==> src/rtl/seq_detect_param.sv <==
// Parametrised serial pattern detector with run-time reloadable pattern,
// fill-gated matching, registered match pulse and saturating hit counter.
module seq_detect_param #(
  parameter int                 SEQ_LEN   = 4,
  parameter logic [SEQ_LEN-1:0] SEQ_INIT  = 4'b1011,
  parameter int                 CNT_WIDTH = 5,
  parameter int                 OVERLAP   = 1
) (
  input  logic                 clk,
  input  logic                 rst,
  input  logic                 din,
  input  logic                 din_valid,
  input  logic                 pat_load,
  input  logic [SEQ_LEN-1:0]   pat_in,
  input  logic                 cnt_clr,
  output logic                 match,
  output logic [CNT_WIDTH-1:0] count,
  output logic                 cnt_sat,
  output logic [SEQ_LEN-1:0]   pat_q
);

  localparam int                   FW        = $clog2(SEQ_LEN + 1);
  localparam logic [FW-1:0]        FILL_FULL = FW'(SEQ_LEN);
  localparam logic [CNT_WIDTH-1:0] CNT_MAX   = '1;

  logic [SEQ_LEN-1:0]   r_hist;
  logic [FW-1:0]        r_fill;
  logic [SEQ_LEN-1:0]   r_pat;
  logic                 r_match;
  logic [CNT_WIDTH-1:0] r_count;
  logic                 r_sat;

  logic [SEQ_LEN-1:0]   w_hist_n;
  logic [FW-1:0]        w_fill_n;
  logic                 w_sample;
  logic                 w_hit;
  logic [CNT_WIDTH-1:0] w_count_inc;

  always_comb begin
    w_hist_n    = {r_hist[SEQ_LEN-2:0], din};
    w_fill_n    = (r_fill == FILL_FULL) ? r_fill : r_fill + 1'b1;
    w_sample    = din_valid && !pat_load;
    // Fill gating keeps the zeroed history from matching an all-zero pattern.
    w_hit       = w_sample && (w_fill_n == FILL_FULL) && (w_hist_n == r_pat);
    w_count_inc = r_count + 1'b1;
  end

  always_ff @(posedge clk) begin
    if (rst) begin
      r_hist  <= '0;
      r_fill  <= '0;
      r_pat   <= SEQ_INIT;
      r_match <= 1'b0;
      r_count <= '0;
      r_sat   <= 1'b0;
    end else begin
      r_match <= w_hit;
      if (pat_load) begin
        r_pat  <= pat_in;
        r_hist <= '0;
        r_fill <= '0;
      end else begin
        if (din_valid) begin
          r_hist <= w_hist_n;
          r_fill <= (w_hit && (OVERLAP == 0)) ? '0 : w_fill_n;
        end
        // Clear beats a coincident hit; the match pulse is unaffected.
        if (cnt_clr) begin
          r_count <= '0;
          r_sat   <= 1'b0;
        end else if (w_hit && (r_count != CNT_MAX)) begin
          r_count <= w_count_inc;
          if (w_count_inc == CNT_MAX) r_sat <= 1'b1;
        end
      end
    end
  end

  assign match   = r_match;
  assign count   = r_count;
  assign cnt_sat = r_sat;
  assign pat_q   = r_pat;

endmodule

==> config.mk <==
export PLATFORM = sky130hd
export DESIGN_NAME = seq_detect_param
export DESIGN_NICKNAME = d
export VERILOG_FILES = /design/src/rtl/seq_detect_param.sv
export SDC_FILE = /design/constraint.sdc
export NUM_CORES = 1
export LEC_CHECK = 0
export CAP_MARGIN = 0
export CORE_MARGIN = 8
export CORE_UTILIZATION = 43
export DETAILED_ROUTE_END_ITERATION = 16
export PLACE_DENSITY = 0.72
export SETUP_SLACK_MARGIN = 0.5
export SLEW_MARGIN = 25
export SYNTH_ARGS = -nofsm -noshare
export SYNTH_HDL_FRONTEND = slang
export SYNTH_SLANG_ARGS = --single-unit
==> constraint.sdc <==
create_clock -name clk -period 1.9 [get_ports clk]
set_clock_uncertainty 0.15 [all_clocks]
set_input_delay 0.475 -clock clk [delete_from_list [all_inputs] [get_ports clk]]
set_output_delay 0.475 -clock clk [all_outputs]
set_load 0.05 [all_outputs]
Word-level counts from Yosys, hierarchy flattened
Cells that the tools add are included.
- add/subtract/negate cells: 2
- eq/ne operators: 5
- mux-type cells: 6
- bitwise logic cells: 1
- reductions and logical operators: 10
- operator list (operator ; number):
    $mux 5 ; 2
    $eq 3x3->1 const B ; 2
    $add 5x1->5 const B ; 1
    $eq 5x5->1 const B ; 1
    $ne 5x5->1 const B ; 1
    $eq 4x4->1 ; 1
    $logic_and 1x1->1 ; 4
    $reduce_bool 2->1 ; 2
    $add 3x1->3 const B ; 1
    $mux 1 ; 3
    $mux 3 ; 1
    $reduce_and 3->1 ; 1
    $reduce_and 2->1 ; 1
    $reduce_or 2->1 ; 1
    $logic_not 1->1 ; 1
    $not 1->1 ; 1
- flip-flop bits (word level): 17
- input port bits: 10
- output and inout port bits: 11
- logic and storage cells: 30

Depth between registers and ports, before layout
Gate-level depths: netlist (run 1).
- depth in word-level cells: 8
- depth in mapped cells: 8

Worst setup path after synthesis (run 1)
Ideal clock, no wire load.
- path kind: flip-flop to flip-flop
- from: register r_count[0] (netlist: count[0])
- to: register r_count[2] (netlist: count[2])
- data arrival time: 1956 ps
- slack: -277 ps
- cell stages (with the launch flop): 8
- path buffers: 0
- period minus slack after synthesis: 2177 ps
- cells stage by stage: dfxtp_1 > ha_1 > and3_1 > ha_1 > nor2_1 > and2_1 > or4b_1 > a21oi_1
- word-level cells in the longest chain between the ends: 4
- elaborated cells between the ends (all ways): 7
- classes of those cells: add/sub: 1; eq/ne: 1; mux: 2; reduce/logical: 3
- ends and longest elaborated chain (element ; RTL line ; source):
    start, declared ; 30 ; logic [CNT_WIDTH-1:0] r_count;
    start signal, assigned ; 72 ; r_count <= w_count_inc;
    branches (longest 4 deep; another with $add 5x1->5) ; -- ;
Several ways; the timed one is not identified. The select of a mux whose other input is x is not followed.
A chain may end at the register's enable or synchronous reset.

Worst setup path in the final report (run 1)
- from: register r_count[0] (netlist: count[0])
- to: register r_count[4] (netlist: count[4])
Same word-level chain as after synthesis.

==> run metrics, run 1 <==
WS Path Type register to register; Layout Cells excl Fill between 150 and 200; Area Growth Syn to Fin 65.2%; Post-DP HPWL between 1500 and 2000 µm; slew margin rel. approximately three quarters; ys flop type dfxtp_1; GRT overflow 0; CP endpoint kind register; I/O pin count 21; Post-synth ARST share 0%; worst-margin pin slew around 0.37 ns; Unique masters post-synth 33; P per Cell Area around 470 mW/mm²; row cnt 16; Via density about 5.1; CP Launch Type register; number of synthesized flops with an enable pin 0; Starting Density 45.5%; gpl congestion between 0.8 and 0.9; register area share after synthesis a little under two fifths; Worst Path Arrival ~2 ns; Residual DRC 0; Die Ht 61.6 µm; P_leak 0.000590 µW; CP top delay family simple AND/OR/NAND/NOR gates; DR iter-0 viols 6; initial antenna violation count 0; most frequent CP cell ha_4; drt pass-1 iters 4; commonest cells after routing, fill and taps aside buf_4 (15), nor2_1 (9), dfxtp_4 (8); fin. max-slew vios 0; post-route ant nets 0; Die ar. around 0.0038 mm²; CP max FO 5; setup ws final roughly 0.012 ns; CTS tree yes; post-route minimum period ~1.9 ns; Sink Count 17; total negative slack 0 ns; CTS buffer count 3; core area about 0.0020 mm²; final hold violation count 0; Detailed Route WL roughly 2300 µm; vias in the first global route between 800 and 900; RSZ-0062 raised after global routing true; all-layer global routing usage between 10% and 20%; Mapped Area ~890 µm²; Ys Warns 0; Net Count, Synth 111; final setup violation count 0; status completed; clk_lat worst skew between 0.2 and 0.3 ns; Buf+Inv Stages, Crit Path 0; Worst VDD drop between 0.4 and 0.5 mV; H-tree depth 1; hold_buf cts 0; DR WL/cell approximately 14 µm; Antenna Cells 0; Worst path slowest cell or3b_1; CP required ~2.0 ns; CTS Buffer Depth 2; Clock Tree Root clkbuf_4; Hold Path Class register to register; clock-pin slew on the worst setup and hold paths around 0.09 ns; Max-Cap Viols 0; dpl ws -0.339 ns; Buffers on Ports 20; Syn Area/Cell 9.29 µm²; largest net degree at the start of global routing 11; R2R Setup Slk between 0.01 and 0.015 ns; most common cell after layout, fill and taps aside buf_4; #FFs+latches synth 17; fin crit share between 90% and 100%; f_max between 500 and 600 MHz; via count 834; placed insts ~150; share of cells above drive strength 1 46.7%; slowest stage delay, CP between 0.4 and 0.5 ns; first-pass GRT wire length around 3700 µm; final net count 151; Cells after Synth 96; Die Wd between 60 and 70 µm; crit-path cells ha_4, and3_4, ha_4, nor2_4, nand4_1, or3b_1, a21oi_2
-- synth_stat cells, drive strengths merged, types with 2 or more instances --
library cell	instances	area, µm²
a211o	3	26.3
nand2	6	22.5
o21a	2	16.3
a21oi	6	30.0
xor2	5	43.8
nand4	2	12.5
mux2i	5	50.1
ha	5	62.6
nor2	12	45.0
dfxtp	17	340
or3	2	12.5
inv	3	11.3
nor2b	5	31.3
xnor2	2	17.5
nand3	2	15.0
clkbuf	3	11.3
or3b	2	17.5
-- cell families after synthesis --
family,count (synthesis),synth area share [%]
xor+xnor,7,6.87
fa+ha+maj,5,7.01
buf+inv,7,3.79
mux,5,5.61
flops,17,38.1
compound gates,16,13.2
simple gates,39,25.4
-- timing repair --
action / in CTS / in global routing
setup endpoints to repair: 28 / 18
gates cloned: 0 / 0
pin swaps: 10 / 5
resized for setup: 29 / 11
setup buffers: 1 / 4
-- area by class of cell --
type,count,area (µm²)
sequential,17,377
clock buffer,4,26.3
multi-input combinational,72,589
inverter,3,13.8
tap,27,33.8
fill,149,488
timing repair buffer,39,434
-- per-layer routing --
metal / up-vias / track usage (%) / share of wire [%]
met5: - / 0 / 0
met3: 2 / 4.80 / 8.1
met2: 24 / 23.2 / 53
met1: 396 / 13.3 / 38
li1: 412 / - / -
met4: 0 / 6.17 / 0.52
-- worst paths after layout --
kind              endpoint      from  depth (start not counted)
hold reg to reg    cnt_sat   cnt_sat                          1
setup reg to reg  count[4]  count[0]                          7
hold / removal     cnt_sat   cnt_sat                          1
setup / recovery  count[4]  count[0]                          7
-- registers in the layout (all words and copies together) (netlist names) --
name	cells
pat_q	4
cnt_sat	1
count	5
match	1
r_fill	3
r_hist	3
-- stage by stage --
step | area [µm²] | util (%) | hold slack [ns] | power, µW
after detailed placement | 1300 | 66.2 | 0.316 | 505
final | 1470 | 75.1 | 0.341 | 698
after global routing | 1470 | 75.1 | 0.362 | 736
after floorplan | 948 | - | 0.330 | 448
after CTS | 1420 | 72.2 | 0.350 | 708
after global placement | 1300 | 66.2 | 0.301 | 502
-- power breakdown --
| part | total, µW | switching [µW] | leakage (µW) | internal [µW] |
|---|---|---|---|---|
| combinational | 139 | 68.6 | 0.000430 | 70.8 |
| clock | 190 | 109 | 0.0000150 | 81.5 |
| sequential | 368 | 10.3 | 0.000145 | 358 |
Note: power is estimated with default switching activity, not from simulation.
==> run 2, diff against run 1 <==
--- a/config.mk
+++ b/config.mk
@@ -9,9 +9,12 @@
 export CORE_MARGIN = 8
 export CORE_UTILIZATION = 43
 export DETAILED_ROUTE_END_ITERATION = 16
+export GPL_ROUTABILITY_DRIVEN = 0
 export PLACE_DENSITY = 0.72
 export SETUP_SLACK_MARGIN = 0.5
+export SKIP_LAST_GASP = 1
 export SLEW_MARGIN = 25
 export SYNTH_ARGS = -nofsm -noshare
 export SYNTH_HDL_FRONTEND = slang
 export SYNTH_SLANG_ARGS = --single-unit
+export TNS_END_PERCENT = 5
==> run metrics, run 2 (synthesis results as in run 1) <==
status completed; number of cells on the worst hold path 1 (unchanged); P per Cell Area 488 mW/mm² (+2.9%); Hold Path Class register to register; worst-margin pin slew 0.343 ns (-0.0256 ns); I/O pin count 21 (unchanged); initial antenna violation count 0 (unchanged); CTS buffer count 3 (unchanged); largest net degree at the start of global routing 11 (unchanged); GR Layer Usage met3 4.18% (-0.63 points); fin crit share 99.8% (+0.41 points); via count 821 (-1.6%); Residual DRC 0 (unchanged); slew margin rel. 77.1% (+1.7 points); hold path endpoint cnt_sat; final setup violation count 0 (unchanged); first-pass GRT wire length 3620 µm (-2.1%); RSZ-0062 raised after global routing true; GRT Max-Usage Layer met2; CP endpoint kind register; placed cell areas 0.00133 mm² (+2.0%); Antenna Cells 0 (unchanged); post-route minimum period 1.90 ns (+0.00774 ns); CP Launch Type register; Reg2Reg Depth 7 (unchanged); cell area after layout 0.00144 mm² (-2.4%); Die Wd 61.6 µm (unchanged); drt pass-1 iters 4 (unchanged); Die Ht 61.6 µm (unchanged); f_max 528 MHz (-0.41%); final hold violation count 0 (unchanged); Post-DP HPWL 1760 µm (+1.1%); commonest cells after routing, fill and taps aside buf_4 (27), nor2_1 (10), dfxtp_1 (8); post-route ant nets 0 (unchanged); H-tree depth 1 (unchanged); total negative slack 0 ns (unchanged); slowest stage delay, CP 0.42 ns (about the same); most common cell after layout, fill and taps aside buf_4; Clock Tree Root clkbuf_4; Worst Path Arrival 1.97 ns (+0.02 ns); CTS Buffer Depth 2 (unchanged); CP max FO 5 (unchanged); R2R Setup Slk 0.005 ns (about the same); Via density 5.01 (-2.8%); Worst VDD drop 0.454 mV (+2.4%); Worst path slowest cell or3b_1; met2 GRT Util 21.9% (-1.3 points); row cnt 16 (unchanged); clock-pin slew on the worst setup and hold paths 0.10 ns (about the same); Die ar. 0.00379 mm² (unchanged); CTS tree yes; all-layer global routing usage 12.7% (-0.40 points); Sink Count 17 (unchanged); fin. max-slew vios 0 (unchanged); hold_buf cts 0 (unchanged); share of cells above drive strength 1 47.4% (+0.78 points); DR WL/cell 14.0 µm (-2.4%); Detailed Route WL 2290 µm (-1.2%); final net count 153 (+1.3%); vias in the first global route 847 (-1.1%); Critical R2R Capture count[3]; Area Growth Syn to Fin 61.3%; clk_lat worst skew 0.29 ns (about the same); Buffers on Ports 20 (unchanged); P_leak 0.000581 µW (-1.4%); number of flip-flops in the largest register 5 (unchanged); crit-path cells buf_4, ha_4, nand3b_1, o211a_4, nand4_1, or3b_1, a21oi_1; GRT overflow 0 (unchanged); r2r startpoint r_fill[0]; met1 GRT Util 13.4% (+0.064 points); Max-Cap Viols 0 (unchanged); core area 0.00196 mm² (unchanged); Starting Density 45.5% (unchanged); WS Path Type register to register; crit path from r_fill[0]; DR iter-0 viols 10 (+4); Hold Path Origin cnt_sat; CP required 1.97 ns (about the same)
==> run 2: cell types whose count changed in the layout (fill, tap and decap cells not counted), sizes merged <==
cell,previous run,this run
buf,30,32
dlygate4sd2,3,1
dlymetal6s2s,0,1
clkdlybuf4s50,6,7
==> run 2: timing repair <==
item / in CTS / in global routing
gates resized for setup: 8 / 10
pin swaps: 8 / 6
setup endpoints to repair: 28 / 28
setup buffers: 2 / 1
==> run 2: final cells by class <==
class,count,area [µm²]
tap,27,33.8
sequential,17,357
fill,165,523
clock buffer,4,26.3
inverter,3,11.3
timing repair buffer,41,394
multi-input combinational,72,617
==> run 2: worst max-delay path, delay by kind of cell (launching register included) <==
family / cells / cell delay (ns)
buffers and inverters: 1 / 0.15
AOI/OAI and AO/OA: 2 / 0.30
and+or+nand+nor: 3 / 0.74
DFF: 1 / 0.34
adders and majority gates: 1 / 0.16
==> run 2: worst max-delay path by stage <==
stage | end | slack, ns
3_3_place_gp | count[4] | -0.29
2_1_floorplan | count[2] | 0.02
5_1_grt | count[1] | -0.06
3_5_place_dp | count[4] | -0.34
4_1_cts | count[4] | 0.02
6_report | count[3] | 0.005
==> run 2: layer usage <==
layer	vias to the layer above	part of all wire, %	wire [µm]
li1	420	-	-
met1	374	41	929
met2	23	51	1160
met3	4	7.6	173
met4	0	1.1	26
met5	-	0	0
==> run 2: through the flow <==
step           hold slack, ns  total power (µW)  std cells  util [%]  setup slack (ns)
6_report                0.334               702        164      73.3           0.00454
3_3_place_gp            0.308               506        157      67.5            -0.285
4_1_cts                 0.339               708        163      70.9            0.0164
5_1_grt                 0.360               727        164      73.3           -0.0632
3_5_place_dp            0.316               510        157      67.5            -0.337
2_1_floorplan           0.330               447         96         -            0.0159
==> run 2: power breakdown <==
part / switching (µW) / total, µW / internal (µW) / leakage [µW]
Clock: 109 / 191 / 81.5 / 0.0000150
Combinational: 70.9 / 140 / 69.5 / 0.000425
Sequential: 7.87 / 370 / 363 / 0.000142
Total: 188 / 702 / 514 / 0.000581
==> RTL change 1: new RTL, settings of run 2 <==
`CNT_WIDTH`: 5 -> 10.
--- a/src/rtl/seq_detect_param.sv
+++ b/src/rtl/seq_detect_param.sv
@@ -5,3 +5,3 @@
   parameter logic [SEQ_LEN-1:0] SEQ_INIT  = 4'b1011,
-  parameter int                 CNT_WIDTH = 5,
+  parameter int                 CNT_WIDTH = 10,
   parameter int                 OVERLAP   = 1
Ports: changed (resized count); port bits go from 21 to 26. No check against the original RTL was run, so the function may have changed too.
==> RTL change 1 against run 2 <==
Synthesized area is 40% higher; the flow now finishes with violations (negative setup slack); power is 31% higher; synthesized cell count is 50% higher; largest cell class unchanged; wire length is 37% higher; cell count is 31% higher; final area is 28% higher; sequential cell count is 5 higher; setup slack worse by 0.080 ns.
==> RTL change 1: results (changes against run 2) <==
[final_layout]
clock_area_share_pct=2.59  ; was 1.83%
largest_register_ffs=10  ; was 5
area.sequential_sq_um=464  ; was 357 sq um
inv_count=5  ; was 3
drive_above_1_share_pct=39.1  ; was 47.4%

[synth]
yosys-top-cells-count=dfxtp_1 (22), a21oi_1 (12), nor2_1 (12)  ; was dfxtp_1 (17), nor2_1 (12), a21oi_1 (6), nand2_1 (6)
synth_cell_types=37  ; was 33
synthMuxAreaShare_pct=4.00  ; was 5.61%
avgSynthCellArea_sq_um=8.69  ; was 9.29 sq um
synth_xor_area_share_pct=5.60  ; was 6.87%
seq_area_frac_synth_pct=35.2  ; was 38.1%

[min_path]
holdPathStages=2  ; was 1

[setup_path]
worstPathMaxFanout=7  ; was 5
r2r_end=count[6]$_SDFFE_PP0P_  ; was count[3]$_SDFFE_PP0P_
crit_arrival_ns=2.04  ; was 1.97 ns

[power_and_ir_drop]
swShare_pct=25.0  ; was 26.8%
irDropWorstVdd_uv=377  ; was 454 uV
powerComb_w=0.000120  ; was 0.000140 W

[grt]
grt.total_usage_pct=13.3  ; was 12.7%
grt_pass1_vias=1266  ; was 847
grt_max_degree=14  ; was 11

[run_status]
status=complete, but fails checks  ; was complete, no violations
violations=negative setup slack

[routing]
m1WireLength_um=1330  ; was 929 um
met2_length_um=1610  ; was 1160 um
avgViaCountPerCell=5.69  ; was 5.01
routedWlPerCell_um=14.6  ; was 14.0 um

[timing]
setup_viol_count_final=8  ; was 0
worst_slack_ns=-0.0751  ; was 0.00454 ns

[clocking]
postCtsSetupRepairBufs=7  ; was 2

RTL change 1: stage by stage:
step / setup slack [ns] / area (sq um) / utilization, % / TNS [ns] / hold slack, ns
final: -0.0751 / 1840 / 66.7 / -0.429 / 0.384
after global routing: -0.153 / 1840 / 66.7 / -1.28 / 0.410
after CTS: -0.0232 / 1840 / 66.7 / -0.112 / 0.393
after detailed placement: -0.495 / 1720 / 62.4 / -4.04 / 0.370
after global placement: -0.431 / 1720 / 62.4 / -3.70 / 0.343
after floorplan: 0.0797 / 1310 / - / 0 / 0.330
RTL change 1: worst max-delay path, stage by stage (launching register included):
cell	delay (ns)
dfxtp_2	0.37
inv_2	0.08
ha_4	0.14
nand3b_1	0.14
o211ai_1	0.16
or3_4	0.46
buf_6	0.15
o211ai_1	0.17
a21oi_1	0.08
RTL change 1: metal layers:
layer / up-vias / GRT usage (%)
met5: - / 0
met4: 0 / 5.36
met1: 588 / 14.6
met2: 36 / 24.0
met3: 6 / 3.11
li1: 593 / -
==> RTL change 2: new RTL, flow settings as in run 2 <==
Made on the original files. Register the inputs `din`, `din_valid`, `pat_load`, `pat_in` and `cnt_clr` before use. The logic sees them one clock later.
--- a/src/rtl/seq_detect_param.sv
+++ b/src/rtl/seq_detect_param.sv
@@ -25,2 +25,16 @@
 
+  logic din_q;
+  logic din_valid_q;
+  logic pat_load_q;
+  logic [SEQ_LEN-1:0] pat_r;
+  logic cnt_clr_q;
+
+  always_ff @(posedge clk) begin
+    din_q       <= din;
+    din_valid_q <= din_valid;
+    pat_load_q  <= pat_load;
+    pat_r       <= pat_in;
+    cnt_clr_q   <= cnt_clr;
+  end
+
   logic [SEQ_LEN-1:0]   r_hist;
@@ -39,5 +53,5 @@
   always_comb begin
-    w_hist_n    = {r_hist[SEQ_LEN-2:0], din};
+    w_hist_n    = {r_hist[SEQ_LEN-2:0], din_q};
     w_fill_n    = (r_fill == FILL_FULL) ? r_fill : r_fill + 1'b1;
-    w_sample    = din_valid && !pat_load;
+    w_sample    = din_valid_q && !pat_load_q;
     // Fill gating keeps the zeroed history from matching an all-zero pattern.
@@ -57,4 +71,4 @@
       r_match <= w_hit;
-      if (pat_load) begin
-        r_pat  <= pat_in;
+      if (pat_load_q) begin
+        r_pat  <= pat_r;
         r_hist <= '0;
@@ -62,3 +76,3 @@
       end else begin
-        if (din_valid) begin
+        if (din_valid_q) begin
           r_hist <= w_hist_n;
@@ -67,3 +81,3 @@
         // Clear beats a coincident hit; the match pulse is unaffected.
-        if (cnt_clr) begin
+        if (cnt_clr_q) begin
           r_count <= '0;
Behaviour: not the same (Yosys sat finds a counterexample within 4 cycles, from zero or initial values and one cycle with rst high).
==> RTL change 2 against run 2 <==
Synthesized area is 19% higher; power is 27% higher; die area is 14% higher; setup slack better by 0.036 ns; final area is 4.9% higher; synthesized cell count is 7.3% higher; largest power group unchanged; sequential cell count is 8 higher; wire length is 6.6% lower.
==> RTL change 2: results (changes against run 2) <==
[run_status]
status=complete, no violations  ; unchanged

[grt]
grt.total_usage_pct=11.1  ; was 12.7%
grt_max_degree=14  ; was 11
grt_pass1_vias=836  ; was 847
grt_pass1_wl_um=3740  ; was 3620 um

[synth]
seq_area_frac_synth_pct=47.1  ; was 38.1%
yosys-top-cells-count=dfxtp_1 (25), nor2_1 (10), mux2i_1 (8)  ; was dfxtp_1 (17), nor2_1 (12), a21oi_1 (6), nand2_1 (6)
synth-adder-area-share_pct=5.88  ; was 7.01%

[min_path]
worstHoldStart=pat_r[3]$_DFF_P_  ; was cnt_sat$_SDFFE_PP0P_
min_to=pat_q[3]$_SDFFE_PP1P_  ; was cnt_sat$_SDFFE_PP0P_

[power_and_ir_drop]
p_int_w=0.000677  ; was 0.000514 W
leakage_nw=0.618  ; was 0.581 nW
irDropWorstVdd_uv=539  ; was 454 uV
seq_power_w=0.000554  ; was 0.000370 W

[routing]
drt_iter0_drc=18  ; was 10
avgViaCountPerCell=5.04  ; was 5.01
detail_route.wirelength_um=2140  ; was 2290 um

[final_layout]
multi_input_gates=69  ; was 72
n_sequential_cell=25  ; was 17
num-fill-cells=194  ; was 165
clock_area_share_pct=1.74  ; was 1.83%

[timing]
maxSlewHeadroom_pct=71.6  ; was 77.1%

[setup_path]
crit_arrival_ns=1.93  ; was 1.97 ns
cpPeakStageDelay_ns=0.37  ; was 0.42 ns
rrSetupSlack_ns=0.04  ; was 0.005 ns
crit_start=count[0]$_SDFFE_PP0P_  ; was r_fill[0]$_SDFFE_PP0P_
rr_startpoint=count[0]$_SDFFE_PP0P_  ; was r_fill[0]$_SDFFE_PP0P_

[clocking]
path_clk_slew_ns=0.12  ; was 0.10 ns
cts_resized=4  ; was 8

[RTL change 2: layer usage]
metal	track usage (%)	wire length, um	vias up
met3	3.57	98	4
met2	17.1	1040	14
li1	-	-	414
met5	0	0	-
met4	5.18	41	0
met1	13.6	962	380
[RTL change 2: worst register-to-register path: cells and delay by family (launching register included)]
| kind | cells | cell delay [ns] |
|---|---|---|
| flops | 1 | 0.37 |
| fa+ha+maj | 2 | 0.35 |
| simple gates | 4 | 0.67 |
| compound gates | 1 | 0.24 |
[RTL change 2: stage by stage]
step | setup TNS (ns) | cells | total power [W] | cell area [sq um] | worst slack, ns
after global placement | 0 | 157 | 0.000673 | 1450 | 0.0542
after detailed placement | -0.0485 | 157 | 0.000675 | 1450 | -0.0284
after CTS | 0 | 161 | 0.000902 | 1500 | 0.0492
final | 0 | 161 | 0.000893 | 1510 | 0.0401
after global routing | -0.149 | 161 | 0.000951 | 1510 | -0.0451
after floorplan | 0 | 103 | 0.000630 | 1110 | 0.0456
